===== src/rtl/aes_pkg.sv =====
// Shared AES types and GF(2^8) helpers for the decryption datapath.
// Column c of a state lives at bits [127-32c -: 32], with row 0 in the column MSB.
package aes_pkg;

  typedef logic [127:0] state_t;
  typedef logic [31:0]  col_t;

  typedef enum logic [1:0] {
    IDLE = 2'd0,
    CALC = 2'd1,
    DONE = 2'd2
  } fsm_t;

  function automatic col_t get_col(input state_t s, input logic [1:0] idx);
    col_t c;
    case (idx)
      2'd0:    c = s[127:96];
      2'd1:    c = s[95:64];
      2'd2:    c = s[63:32];
      default: c = s[31:0];
    endcase
    return c;
  endfunction

  function automatic state_t set_col(input state_t s, input logic [1:0] idx, input col_t c);
    state_t r;
    r = s;
    case (idx)
      2'd0:    r[127:96] = c;
      2'd1:    r[95:64]  = c;
      2'd2:    r[63:32]  = c;
      default: r[31:0]   = c;
    endcase
    return r;
  endfunction

  // Multiply by x modulo x^8 + x^4 + x^3 + x + 1 (0x11B).
  function automatic logic [7:0] xtime(input logic [7:0] a);
    return {a[6:0], 1'b0} ^ (a[7] ? 8'h1b : 8'h00);
  endfunction

  function automatic logic [7:0] multiply9(input logic [7:0] a);
    return xtime(xtime(xtime(a))) ^ a;
  endfunction

  function automatic logic [7:0] multiplyB(input logic [7:0] a);
    return xtime(xtime(xtime(a))) ^ xtime(a) ^ a;
  endfunction

  function automatic logic [7:0] multiplyD(input logic [7:0] a);
    return xtime(xtime(xtime(a))) ^ xtime(xtime(a)) ^ a;
  endfunction

  function automatic logic [7:0] multiplyE(input logic [7:0] a);
    return xtime(xtime(xtime(a))) ^ xtime(xtime(a)) ^ xtime(a);
  endfunction

endpackage


===== src/rtl/inv_mix_column.sv =====
// Combinational InvMixColumns on one 32-bit column using the matrix
// [E B D 9; 9 E B D; D 9 E B; B D 9 E].
module inv_mix_column
  import aes_pkg::*;
(
  input  col_t col,
  output col_t res
);

  logic [7:0] a0, a1, a2, a3;
  logic [7:0] b0, b1, b2, b3;

  assign a0 = col[31:24];
  assign a1 = col[23:16];
  assign a2 = col[15:8];
  assign a3 = col[7:0];

  assign b0 = multiplyE(a0) ^ multiplyB(a1) ^ multiplyD(a2) ^ multiply9(a3);
  assign b1 = multiply9(a0) ^ multiplyE(a1) ^ multiplyB(a2) ^ multiplyD(a3);
  assign b2 = multiplyD(a0) ^ multiply9(a1) ^ multiplyE(a2) ^ multiplyB(a3);
  assign b3 = multiplyB(a0) ^ multiplyD(a1) ^ multiply9(a2) ^ multiplyE(a3);

  assign res = {b0, b1, b2, b3};

endmodule


===== src/rtl/inv_mix_columns_seq.sv =====
// Sequential InvMixColumns: captures a state, rewrites COLS_PER_CYCLE columns of the
// work register per CALC cycle, then holds the result until downstream takes it.
module inv_mix_columns_seq
  import aes_pkg::*;
#(
  parameter int COLS_PER_CYCLE = 1
) (
  input  logic         clk,
  input  logic         rst,
  input  logic         in_valid,
  output logic         in_ready,
  input  logic [127:0] in_data,
  input  logic         in_bypass,
  output logic         out_valid,
  input  logic         out_ready,
  output logic [127:0] out_data
);

  localparam int CALC_CYCLES = 4 / COLS_PER_CYCLE;

  if (COLS_PER_CYCLE < 1 || COLS_PER_CYCLE > 4 || CALC_CYCLES * COLS_PER_CYCLE != 4) begin : g_bad_cols
    $error("inv_mix_columns_seq: COLS_PER_CYCLE must be 1, 2 or 4");
  end

  fsm_t       state, state_nxt;
  logic [1:0] col_idx;
  state_t     work, work_nxt;
  logic       bypass;
  logic       last_group;
  col_t       col_src [COLS_PER_CYCLE];
  col_t       col_mix [COLS_PER_CYCLE];

  // Handshakes: a transfer happens on a rising edge where valid and ready are both 1;
  // ready/valid here decode from registered state only, never from the partner's signal.
  assign in_ready  = (state == IDLE);
  assign out_valid = (state == DONE);
  assign out_data  = work;

  for (genvar g = 0; g < COLS_PER_CYCLE; g++) begin : g_col
    assign col_src[g] = get_col(work, col_idx + 2'(g));
    inv_mix_column u_imc (
      .col (col_src[g]),
      .res (col_mix[g])
    );
  end

  // Groups are aligned, so the group that holds column 3 is always the last one.
  assign last_group = ((col_idx + 2'(COLS_PER_CYCLE - 1)) == 2'd3);

  always_comb begin
    work_nxt = work;
    for (int g = 0; g < COLS_PER_CYCLE; g++) begin
      work_nxt = set_col(work_nxt, col_idx + 2'(g), bypass ? col_src[g] : col_mix[g]);
    end
  end

  always_comb begin
    state_nxt = state;
    case (state)
      IDLE:    if (in_valid)   state_nxt = CALC;
      CALC:    if (last_group) state_nxt = DONE;
      DONE:    if (out_ready)  state_nxt = IDLE;
      default: state_nxt = IDLE;
    endcase
  end

  always_ff @(posedge clk or posedge rst) begin
    if (rst) begin
      state   <= IDLE;
      col_idx <= 2'd0;
      work    <= '0;
      bypass  <= 1'b0;
    end else begin
      state <= state_nxt;
      case (state)
        IDLE: begin
          if (in_valid) begin
            work    <= in_data;
            bypass  <= in_bypass;
            col_idx <= 2'd0;
          end
        end
        CALC: begin
          work    <= work_nxt;
          col_idx <= col_idx + 2'(COLS_PER_CYCLE);
        end
        default: ;
      endcase
    end
  end

endmodule


===== config.mk =====
export PLATFORM = sky130hd
export DESIGN_NAME = inv_mix_columns_seq
export DESIGN_NICKNAME = d
export VERILOG_FILES = /design/src/rtl/aes_pkg.sv /design/src/rtl/inv_mix_column.sv /design/src/rtl/inv_mix_columns_seq.sv
export SDC_FILE = /design/constraint.sdc
export NUM_CORES = 1
export LEC_CHECK = 0
export ABC_AREA = 1
export CAP_MARGIN = 40
export CELL_PAD_IN_SITES_DETAIL_PLACEMENT = 0
export CELL_PAD_IN_SITES_GLOBAL_PLACEMENT = 1
export CORE_MARGIN = 3
export CORE_UTILIZATION = 30
export CTS_CLUSTER_DIAMETER = 50
export DETAILED_ROUTE_END_ITERATION = 8
export GPL_ROUTABILITY_DRIVEN = 0
export HOLD_SLACK_MARGIN = 0.05
export PLACE_DENSITY = 0.75
export SKIP_CTS_REPAIR_TIMING = 1
export SYNTH_ARGS = -nofsm -noshare
export SYNTH_HDL_FRONTEND = slang
export SYNTH_SLANG_ARGS = --single-unit

===== constraint.sdc =====
create_clock -name clk -period 5.5 [get_ports clk]
set_clock_uncertainty 0.05 [all_clocks]
set_input_delay 1.1 -clock clk [delete_from_list [all_inputs] [get_ports clk]]
set_output_delay 1.1 -clock clk [all_outputs]
set_load 0.02 [all_outputs]

==> impl_metrics.csv, run 1 <==
group,metric,value,unit
status,status,"finished, final reports clean",
critical_path,r2r_setup_slack,1.46,ns
detailed_routing,vias,12898,
critical_path,rr_endpoint,"out_data[122]$_DFFE_PP0P_",
critical_path,endpoint_kind,"register",
logic_synthesis,synthArstFlopShare,1.00,
min_path,worstHoldStart,"out_data[25]$_DFFE_PP0P_",
clock_network,clkLatencyLatePin,0.43,ns
global_routing,grt_pass1_vias,12509,
clock_network,cts_tree,"built",
critical_path,arrival,4.26,ns
floorplan,ios,263,
logic_synthesis,syn_inst,1794,
place,io_buffers,262,
sta,period_needed,4.04,ns
min_path,hold_class,"register to register",
global_routing,grt_antenna_before_repair,2,
floorplan,rows,70,
detailed_routing,vias_per_cell,5.07,
logic_synthesis,seq_area_frac_synth,0.294,
final_layout,drive_gt1_frac,0.0755,
logic_synthesis,syn_nets,1931,
detailed_routing,firstDrtPassIters,7,
logic_synthesis,post_synth_num_cell_types,45,
logic_synthesis,synth-seq-cells,133,
final_layout,post-route-cell-area,15000,µm²
sta,tns,0,ns
min_path,worstHoldEndpoint,"out_data[25]$_DFFE_PP0P_",
global_routing,grt_usage,0.251,
sta,clock.fmax,248,MHz
detailed_routing,routed_wl,51700,µm
job,maxCapViolCount,0,
detailed_routing,drtIter0Drc,1043,
global_routing,grt_pass1_wl,77600,µm
min_path,min_delay_path_depth,2,
clock_network,numClockSinks,133,
floorplan,coreArea,36900,µm²
place,placed_area,14400,µm²
critical_path,start_kind,"register",
clock_network,h-tree-depth,4,
sta,tightest_slew,0.867,ns
critical_path,required,5.72,ns
final_layout,area_growth,32.1,%
final_layout,nets,2164,
logic_synthesis,syn-cell-area,11300,µm²
critical_path,r2r_start,"col_idx[0]$_DFFE_PP0P_",
sta,slew_viol_final,0,
clock_network,clkTransAtPathRegs,0.06,ns
sta,finalHoldViolations,0,
place,dpl.cell_count,2512,
logic_synthesis,postSynthAreaPerCell,6.31,µm²
floorplan,die-area,40100,µm²
clock_network,cts_buffer_depth,2,
sta,period_share,0.734,
sta,relSlewSlack,0.422,
global_routing,grt_start_max_net_pins,83,
sta,rsz0062_at_grt,"false",
place,dp_hpwl,40300,µm
clock_network,cts_root_buf,"clkbuf_16",
floorplan,die_w,200,µm
critical_path,crit_type,"register to register",
floorplan,dieHeight,200,µm
critical_path,cp_max_fo,19,
detailed_routing,drc_errors,0,
global_routing,grt-ovfl-total,0,
floorplan,initial_core_util,0.307,
sta,setup_viol,0,
final_layout,fin_util,0.406,
logic_synthesis,ys_warn_count,0,
critical_path,cp-startpoint,"col_idx[0]$_DFFE_PP0P_",
detailed_routing,post_drt_wl_per_cell,20.3,µm
critical_path,ff2ff_path_depth,16,
logic_synthesis,synthFlopType,"dfrtp_1",
detailed_routing,ant_nets,0,
logic_synthesis,synth_edf_count,0,
final_layout,stdcell_count,2544,
clock_network,cts_buffers,17,
state kept, by name, indices dropped and copies added, names as in the netlist:
register / flops
bypass: 1
col_idx: 2
out_data: 128
state: 2
cell families (layout without fill, tap and decap cells):
family | Yosys count | in the layout | synth area share
other | 0 | 1 | 0
XOR/XNOR | 108 | 108 | 0.0911
buffers and inverters | 190 | 435 | 0.0748
AO/OA/AOI/OAI | 297 | 297 | 0.147
adder cells (fa/ha/maj) | 4 | 4 | 0.00442
AND/OR/NAND/NOR | 1062 | 1062 | 0.389
flip-flops | 133 | 133 | 0.294
worst max-delay path, cell delays in order (launching register included):
cell     delay, ns
dfrtp_1       0.41
inv_1         0.08
ha_1          0.40
buf_4         0.31
nand2_1       0.09
nand3_1       0.14
o21ai_2       0.55
nand2_1       0.14
nand2_1       0.10
nand2_1       0.05
nand2_1       0.24
inv_1         0.20
xor2_1        0.21
nand3_1       0.08
nand2_1       0.05
o21ai_1       0.59
a21oi_1       0.15
synthesized netlist by cell type, types with 4 or more instances:
cell | n | area share
o21ai_2 | 6 | 0.0046
xor2_1 | 79 | 0.061
xor2_2 | 4 | 0.0057
nor2_4 | 8 | 0.0080
a21oi_1 | 256 | 0.11
xnor2_1 | 22 | 0.017
nand3b_1 | 4 | 0.0027
dfrtp_1 | 133 | 0.29
o21ai_0 | 5 | 0.0022
inv_2 | 11 | 0.0036
nand3_1 | 115 | 0.051
nand2_2 | 29 | 0.016
nor2_2 | 15 | 0.0083
nand2_1 | 686 | 0.23
o21bai_2 | 8 | 0.0080
o21ai_1 | 8 | 0.0035
inv_1 | 110 | 0.036
buf_2 | 4 | 0.0018
or2_1 | 5 | 0.0028
ha_1 | 4 | 0.0044
buf_4 | 4 | 0.0027
buf_6 | 9 | 0.0089
clkbuf_1 | 46 | 0.015
nor2_1 | 189 | 0.063
how the worst max path moves through the flow:
stage                                 to  slack, ns  cells past startpoint
6_report       out_data[122]$_DFFE_PP0P_       1.46                     16
5_1_grt         out_data[26]$_DFFE_PP0P_       1.20                     16
4_1_cts        out_data[122]$_DFFE_PP0P_       1.54                     16
3_5_place_dp   out_data[122]$_DFFE_PP0P_       1.55                     16
3_3_place_gp    out_data[26]$_DFFE_PP0P_       1.62                     16
2_1_floorplan         bypass$_DFFE_PP0P_       0.80                      1
area by class of cell:
cell class              instances  area (µm²)
multi-input cells            1471        7170
flip-flops and latches        133        3330
diodes                          1        2.50
well taps                     504         631
repair buffers                280        2790
clock buffers                  19         453
clock inverters                12         106
inverters                     124         480
fillers                      3897       21900
cell usage in the layout (no fill, tap or decap), drive strengths merged:
master         instances
nand2                718
clkdlybuf4s50        262
a21oi                256
nor2                 214
dfrtp                133
inv                  124
nand3                116
xor2                  85
xnor2                 23
clkbuf                19
o21ai                 19
buf                   18
o21bai                11
clkinv                10
or2                    8
nand3b                 4
ha                     4
o22ai                  4
a31oi                  3
a22o                   2
diode                  1
nand4                  1
nand2b                 1
a21o                   1
a22oi                  1
clkinvlp               1
bufinv                 1
per-layer routing:
layer	GRT usage	up-vias	part of all wire
met5	0	-	0.00019
met4	0.0821	2	0.034
met2	0.392	574	0.44
met1	0.346	6085	0.44
met3	0.0536	94	0.081
li1	-	6143	-
metrics by stage:
| stage | setup slack (ns) | hold slack [ns] |
|---|---|---|
| floorplan | 0.796 | 0.465 |
| global placement | 1.62 | 0.465 |
| detailed placement | 1.55 | 0.466 |
| CTS | 1.54 | 0.487 |
| global route | 1.20 | 0.547 |
| finish | 1.46 | 0.486 |
Power of run 1 is not shown: default switching activity piles up to over one toggle a cycle in this logic, so the estimate is an artifact.
==> run 2: changes to the inputs <==
- clock period: 5.5 -> 3.85 ns (I/O delays scaled with it)
==> run 2 against run 1 <==
  * Cell count grew 1.1%
  * Critical path depth rose by 3
  * Register-to-register slack got worse by 1.1 ns
  * First-iteration DRC count up 13%
  * Flip-flop and latch count unchanged
  * Global-route usage rose by 0.14 points
  * Hold slack better by 0.0043 ns
  * Via count grew 0.82%
  * Sequential share of layout area is 0.44 points lower
  * Largest cell class unchanged
==> impl_metrics.csv, run 2 (same netlist as run 1, synthesis figures left out) <==
group,metric,value,unit
clock_network,cts_root_buf,"clkbuf_16",
clock_network,clkTransAtPathRegs,0.07,ns
critical_path,cp_max_fo,9,
final_layout,post-route-cell-area,15300,µm²
clock_network,h-tree-depth,4,
critical_path,crit_type,"register to register",
detailed_routing,ant_nets,0,
clock_network,clkLatencyLatePin,0.44,ns
sta,clock.fmax,284,MHz
critical_path,cp_cell_sequence,"inv_1 -> ha_1 -> buf_4 -> nand2_1 -> nand2_1 -> nor2_1 -> nor2_2 -> nand2_1 -> nand2_1 -> nand2_1 -> nand2_1 -> xor2_1 -> inv_1 -> nand2_1 -> nand2_1 -> nand2_1 -> nand3_1 -> nand2_1 -> a21oi_1",
critical_path,required,4.11,ns
final_layout,area_growth,34.8,%
floorplan,coreArea,36900,µm²
sta,period_needed,3.52,ns
critical_path,arrival,3.78,ns
global_routing,grt_pass1_vias,12732,
global_routing,grt_start_max_net_pins,134,
critical_path,crit_slowest_cell,"dfrtp_1",
critical_path,endpoint_kind,"register",
final_layout,n_fill_cell,3860,
sta,setup_viol,0,
global_routing,grt_usage,0.252,
final_layout,mostFrequentLayoutCell,"nand2_1",
sta,tightest_slew,0.897,ns
floorplan,dieHeight,200,µm
detailed_routing,vias_per_cell,5.06,
floorplan,ios,263,
place,pre_cts_slack,0.247,ns
place,io_buffers,262,
final_layout,final_cell_mix,"nand2_1 (686), clkdlybuf4s50_1 (262), a21oi_1 (255)",
detailed_routing,post_drt_wl_per_cell,20.2,µm
critical_path,crit_family,"simple AND/OR/NAND/NOR gates",
critical_path,start_kind,"register",
clock_network,numClockSinks,133,
detailed_routing,vias,13004,
status,status,"finished, final reports clean",
sta,finalHoldViolations,0,
place,placed_area,14600,µm²
sta,rsz0062_at_grt,"false",
floorplan,die-area,40100,µm²
job,maxCapViolCount,0,
floorplan,die_w,200,µm
clock_network,cts_buffers,17,
detailed_routing,drtIter0Drc,1181,
final_layout,nets,2191,
floorplan,rows,70,
place,dp_hpwl,39700,µm
global_routing,grt_pass1_wl,78300,µm
critical_path,critPathBufInv,3,
final_layout,drive_gt1_frac,0.0881,
critical_path,critPathMostFrequentCell,"nand2_1",
critical_path,r2r_setup_slack,0.33,ns
floorplan,initial_core_util,0.307,
clock_network,cts_buffer_depth,2,
sta,tns,0,ns
sta,worst_slack,0.330,ns
detailed_routing,routed_wl,51800,µm
sta,slew_viol_final,0,
clock_network,cts_tree,"built",
global_routing,grt_antenna_before_repair,2,
global_routing,grt-ovfl-total,0,
sta,relSlewSlack,0.402,
final_layout,largest_register_ffs,128,
detailed_routing,firstDrtPassIters,6,
detailed_routing,drc_errors,0,
sta,period_share,0.914,
min_path,hold_class,"register to register",
critical_path,slowest_delay,0.41,ns
-- run 2: changes by cell type in the layout (fill, tap and decap cells not counted), sizes merged --
cell	before	now
inv	124	125
clkbuf	19	17
clkinvlp	1	4
clkinv	10	6
buf	18	45
bufinv	1	3
-- run 2: area by class of cell --
type                    count  area (µm²)  area share
multi-input cells        1471        7180       0.471
flip-flops and latches    133        3330       0.218
repair buffers            307        3040       0.199
well taps                 504         631      0.0413
inverters                 124         479      0.0314
clock buffers              17         425      0.0279
clock inverters            14         178      0.0116
diodes                      1        2.50    0.000164
-- run 2: worst paths after layout --
kind | from | to | depth (start not counted)
setup / recovery | col_idx[1]$_DFFE_PP0P_ | out_data[38]$_DFFE_PP0P_ | 19
hold / removal | out_data[17]$_DFFE_PP0P_ | out_data[17]$_DFFE_PP0P_ | 2
setup reg to reg | col_idx[1]$_DFFE_PP0P_ | out_data[38]$_DFFE_PP0P_ | 19
hold reg to reg | out_data[17]$_DFFE_PP0P_ | out_data[17]$_DFFE_PP0P_ | 2
max in group asynchronous | rst | out_data[47]$_DFFE_PP0P_ | 3
min in group asynchronous | rst | out_data[59]$_DFFE_PP0P_ | 3
-- run 2: worst reg2reg max path: cells and delay by family (launching register included) --
| kind | cells | cell delay [ns] |
|---|---|---|
| and+or+nand+nor | 13 | 1.82 |
| buffers and inverters | 3 | 0.42 |
| DFF | 1 | 0.41 |
| adders and majority gates | 1 | 0.34 |
| xor gates and xnor gates | 1 | 0.26 |
| AOI/OAI and AO/OA | 1 | 0.12 |
-- run 2: layer usage --
metal / up-vias / track usage / part of all wire
li1: 6203 / - / -
met1: 6213 / 0.344 / 0.44
met2: 515 / 0.405 / 0.46
met3: 71 / 0.0530 / 0.076
met4: 2 / 0.0713 / 0.023
met5: - / 0 / 0.00025
-- run 2: metrics by stage --
stage / util / hold WS [ns] / cells
after detailed placement: 0.397 / 0.473 / 2539
after CTS: 0.413 / 0.497 / 2570
after floorplan: - / 0.465 / 1794
after global routing: 0.414 / 0.509 / 2570
final: 0.414 / 0.491 / 2571
after global placement: 0.397 / 0.450 / 2539
Power of run 2 is left out for the same reason.
==> run 3: changes to the inputs <==
- ABC_CLOCK_PERIOD_IN_PS: default -> 3850
- SLEW_MARGIN: default -> 10
==> results of run 3 <==
Final layout, timing and power as in run 2 (identical DEF).
Power of run 3 is left out for the same reason.
==> variant: new RTL, settings of run 3 <==
Reset style: synchronous (`rst`), changed in one clocked block.
--- a/src/rtl/inv_mix_columns_seq.sv
+++ b/src/rtl/inv_mix_columns_seq.sv
@@ -65,5 +65,5 @@
   end
 
-  always_ff @(posedge clk or posedge rst) begin
+  always_ff @(posedge clk) begin
     if (rst) begin
       state   <= IDLE;
Function: changed (a bounded check fails within 4 cycles, from zero or initial values and one cycle with rst high; the reset may be asserted at any time).
==> variant against run 3 <==
- design area is 4.6% lower
- critical path type unchanged
- utilization is 0.67 points lower
- area after synthesis decreased by 3.4%
- highest routed layer is now met4
- setup slack got worse by 37 ps
- routed wire length up 0.39%
- sequential cell count stayed put
- synthesized cell count is 1.4% higher
- largest cell class unchanged
Power is left out: it rests on default switching activity, and per cell area and clock period it moved more than threefold.
==> variant: results (changes against run 3) <==
stage,metric,value,unit,change
critical_path,r2r_cells,15,,-4
detailed_routing,drt-initial-drc-count,1327,,+12%
logic_synthesis,synth_sequential_area_ratio,0.243,,-0.0506
logic_synthesis,synthAdderAreaFrac,0.00457,,+0.000154
placement,io_buffers,262,,unchanged
clocking,cts_root_buf,clkbuf_16,,
global_routing,antenna_found_initial,0,,-2
global_routing,grtUsageTotal,0.260,,+0.00825
logic_synthesis,async_flop_share,0,,-1.00
global_routing,grt_max_degree,81,,-40%
critical_path,critPathArrivalTime,3820,ps,+40 ps
clocking,cts_made_buffers,17,,unchanged
critical_path,slowest_delay,520,ps,+110 ps
logic_synthesis,synth_nets,1956,,+1.3%
sta,tightest_slew,897,ps,+0.443 ps
critical_path,timing.rr.end,out_data[77]$_SDFFE_PP0P_,,
clocking,htree_levels,4,,unchanged
worst_hold_path,min_path_cells,2,,unchanged
worst_hold_path,hold_end,bypass$_SDFFE_PP0P_,,
detailed_routing,dr_total_vias,13233,,+1.8%
worst_hold_path,hp-class,reg2reg,,
logic_synthesis,synth_compound_area_frac,0.225,,+0.0782
logic_synthesis,synth_mux_area_frac,0,,unchanged
status,outcome,finished clean,,
logic_synthesis,yosysWarnings,0,,unchanged
clocking,clkTransAtPathRegs,60,ps,
critical_path,slowest_stage,o21bai_2,,
cells_and_area,layout.nets,2187,,-0.18%
clocking,clk_latency,430,ps,
worst_hold_path,hold_start,bypass$_SDFFE_PP0P_,,
sta,finalSetupTns,0,ps,unchanged
cells_and_area,drive_above_1_share,0.0781,,-0.0100
global_routing,grt_pass1_wl,77300,um,-1.3%
cells_and_area,largest_reg_flops,128,,unchanged
critical_path,r2r_start,col_idx[0]$_SDFFE_PP0P_,,
cells_and_area,diodes,0,,-1
logic_synthesis,synth.distinct_cells,45,,unchanged
logic_synthesis,synth.top_cells.by_count,"680 x nand2_1, 268 x a21oi_1, 136 x o21ai_0",,
critical_path,crit_fanout,61,,+52
placement,pre_cts_slack,296,ps,+49.6 ps
critical_path,r2r_slack,290,ps,-40 ps
detailed_routing,routed_wl,52000,um,+0.39%
placement,dp_hpwl,40100,um,+0.87%
logic_synthesis,ys_top_cells_by_area,"dfxtp_1 24%, nand2_1 23%, a21oi_1 12%",,
logic_synthesis,synth-xor-area-share,0.0850,,-0.00620
variant: changes by cell type in the layout (fill, tap and decap cells not counted), sizes merged, moves of 3 or more:
| cell | before | now |
|---|---|---|
| o21ai | 19 | 152 |
| buf | 45 | 30 |
| inv | 125 | 117 |
| dfrtp | 133 | 0 |
| clkinv | 6 | 2 |
| dfxtp | 0 | 133 |
| clkbuf | 17 | 23 |
| a21oi | 256 | 273 |
| o21bai | 11 | 14 |
| nor2 | 214 | 85 |
| xor2 | 85 | 76 |
variant: final cells by class:
type / instances / area (um2)
sequential: 133 / 2660
tap: 461 / 577
timing repair buffer: 292 / 2920
clock inverter: 8 / 100
multi-input combinational: 1489 / 7370
inverter: 117 / 449
fill: 3907 / 21200
clock buffer: 23 / 478
variant: worst max-delay path, delay by kind of cell, from the launching register on:
kind | cells | cell delay [ps]
simple gates | 8 | 1270
compound gates | 2 | 620
fa+ha+maj | 1 | 290
buf+inv | 3 | 570
flops | 1 | 340
xor+xnor | 1 | 260
variant: per-layer routing:
metal	vias to the layer above	GRT usage	wire length, um
met1	6222	0.365	23500
met3	67	0.0497	3900
met5	-	0	0
li1	6350	-	-
met2	594	0.409	23300
met4	0	0.0734	1320
variant: cell families (layout without fill, tap and decap cells):
| family | after synthesis | in the layout |
|---|---|---|
| and+or+nand+nor | 938 | 938 |
| xor gates and xnor gates | 101 | 101 |
| DFF | 133 | 133 |
| buffers and inverters | 197 | 440 |
| adders and majority gates | 4 | 4 |
| AOI/OAI and AO/OA | 446 | 446 |
variant: through the flow:
step                area, um2  hold slack [ps]  instances
finish                  14600              426       2523
global route            14600              496       2523
CTS                     14600              431       2523
detailed placement      14000              423       2492
global placement        14000              413       2491
floorplan               10900              416       1819
variant: how the worst max path moves through the flow:
stage                                  startpoint                        end  slack, ps  cells past startpoint
after detailed placement  col_idx[0]$_SDFFE_PP0P_  out_data[28]$_SDFFE_PP0P_        300                     20
after global placement    col_idx[0]$_SDFFE_PP0P_  out_data[45]$_SDFFE_PP0P_        380                     15
final                     col_idx[0]$_SDFFE_PP0P_  out_data[77]$_SDFFE_PP0P_        290                     15
after CTS                 col_idx[0]$_SDFFE_PP0P_  out_data[60]$_SDFFE_PP0P_        280                     20
after floorplan           col_idx[0]$_SDFFE_PP0P_  out_data[16]$_SDFFE_PP0P_       1330                     14
after global routing      col_idx[1]$_SDFFE_PP0P_  out_data[77]$_SDFFE_PP0P_         50                     15
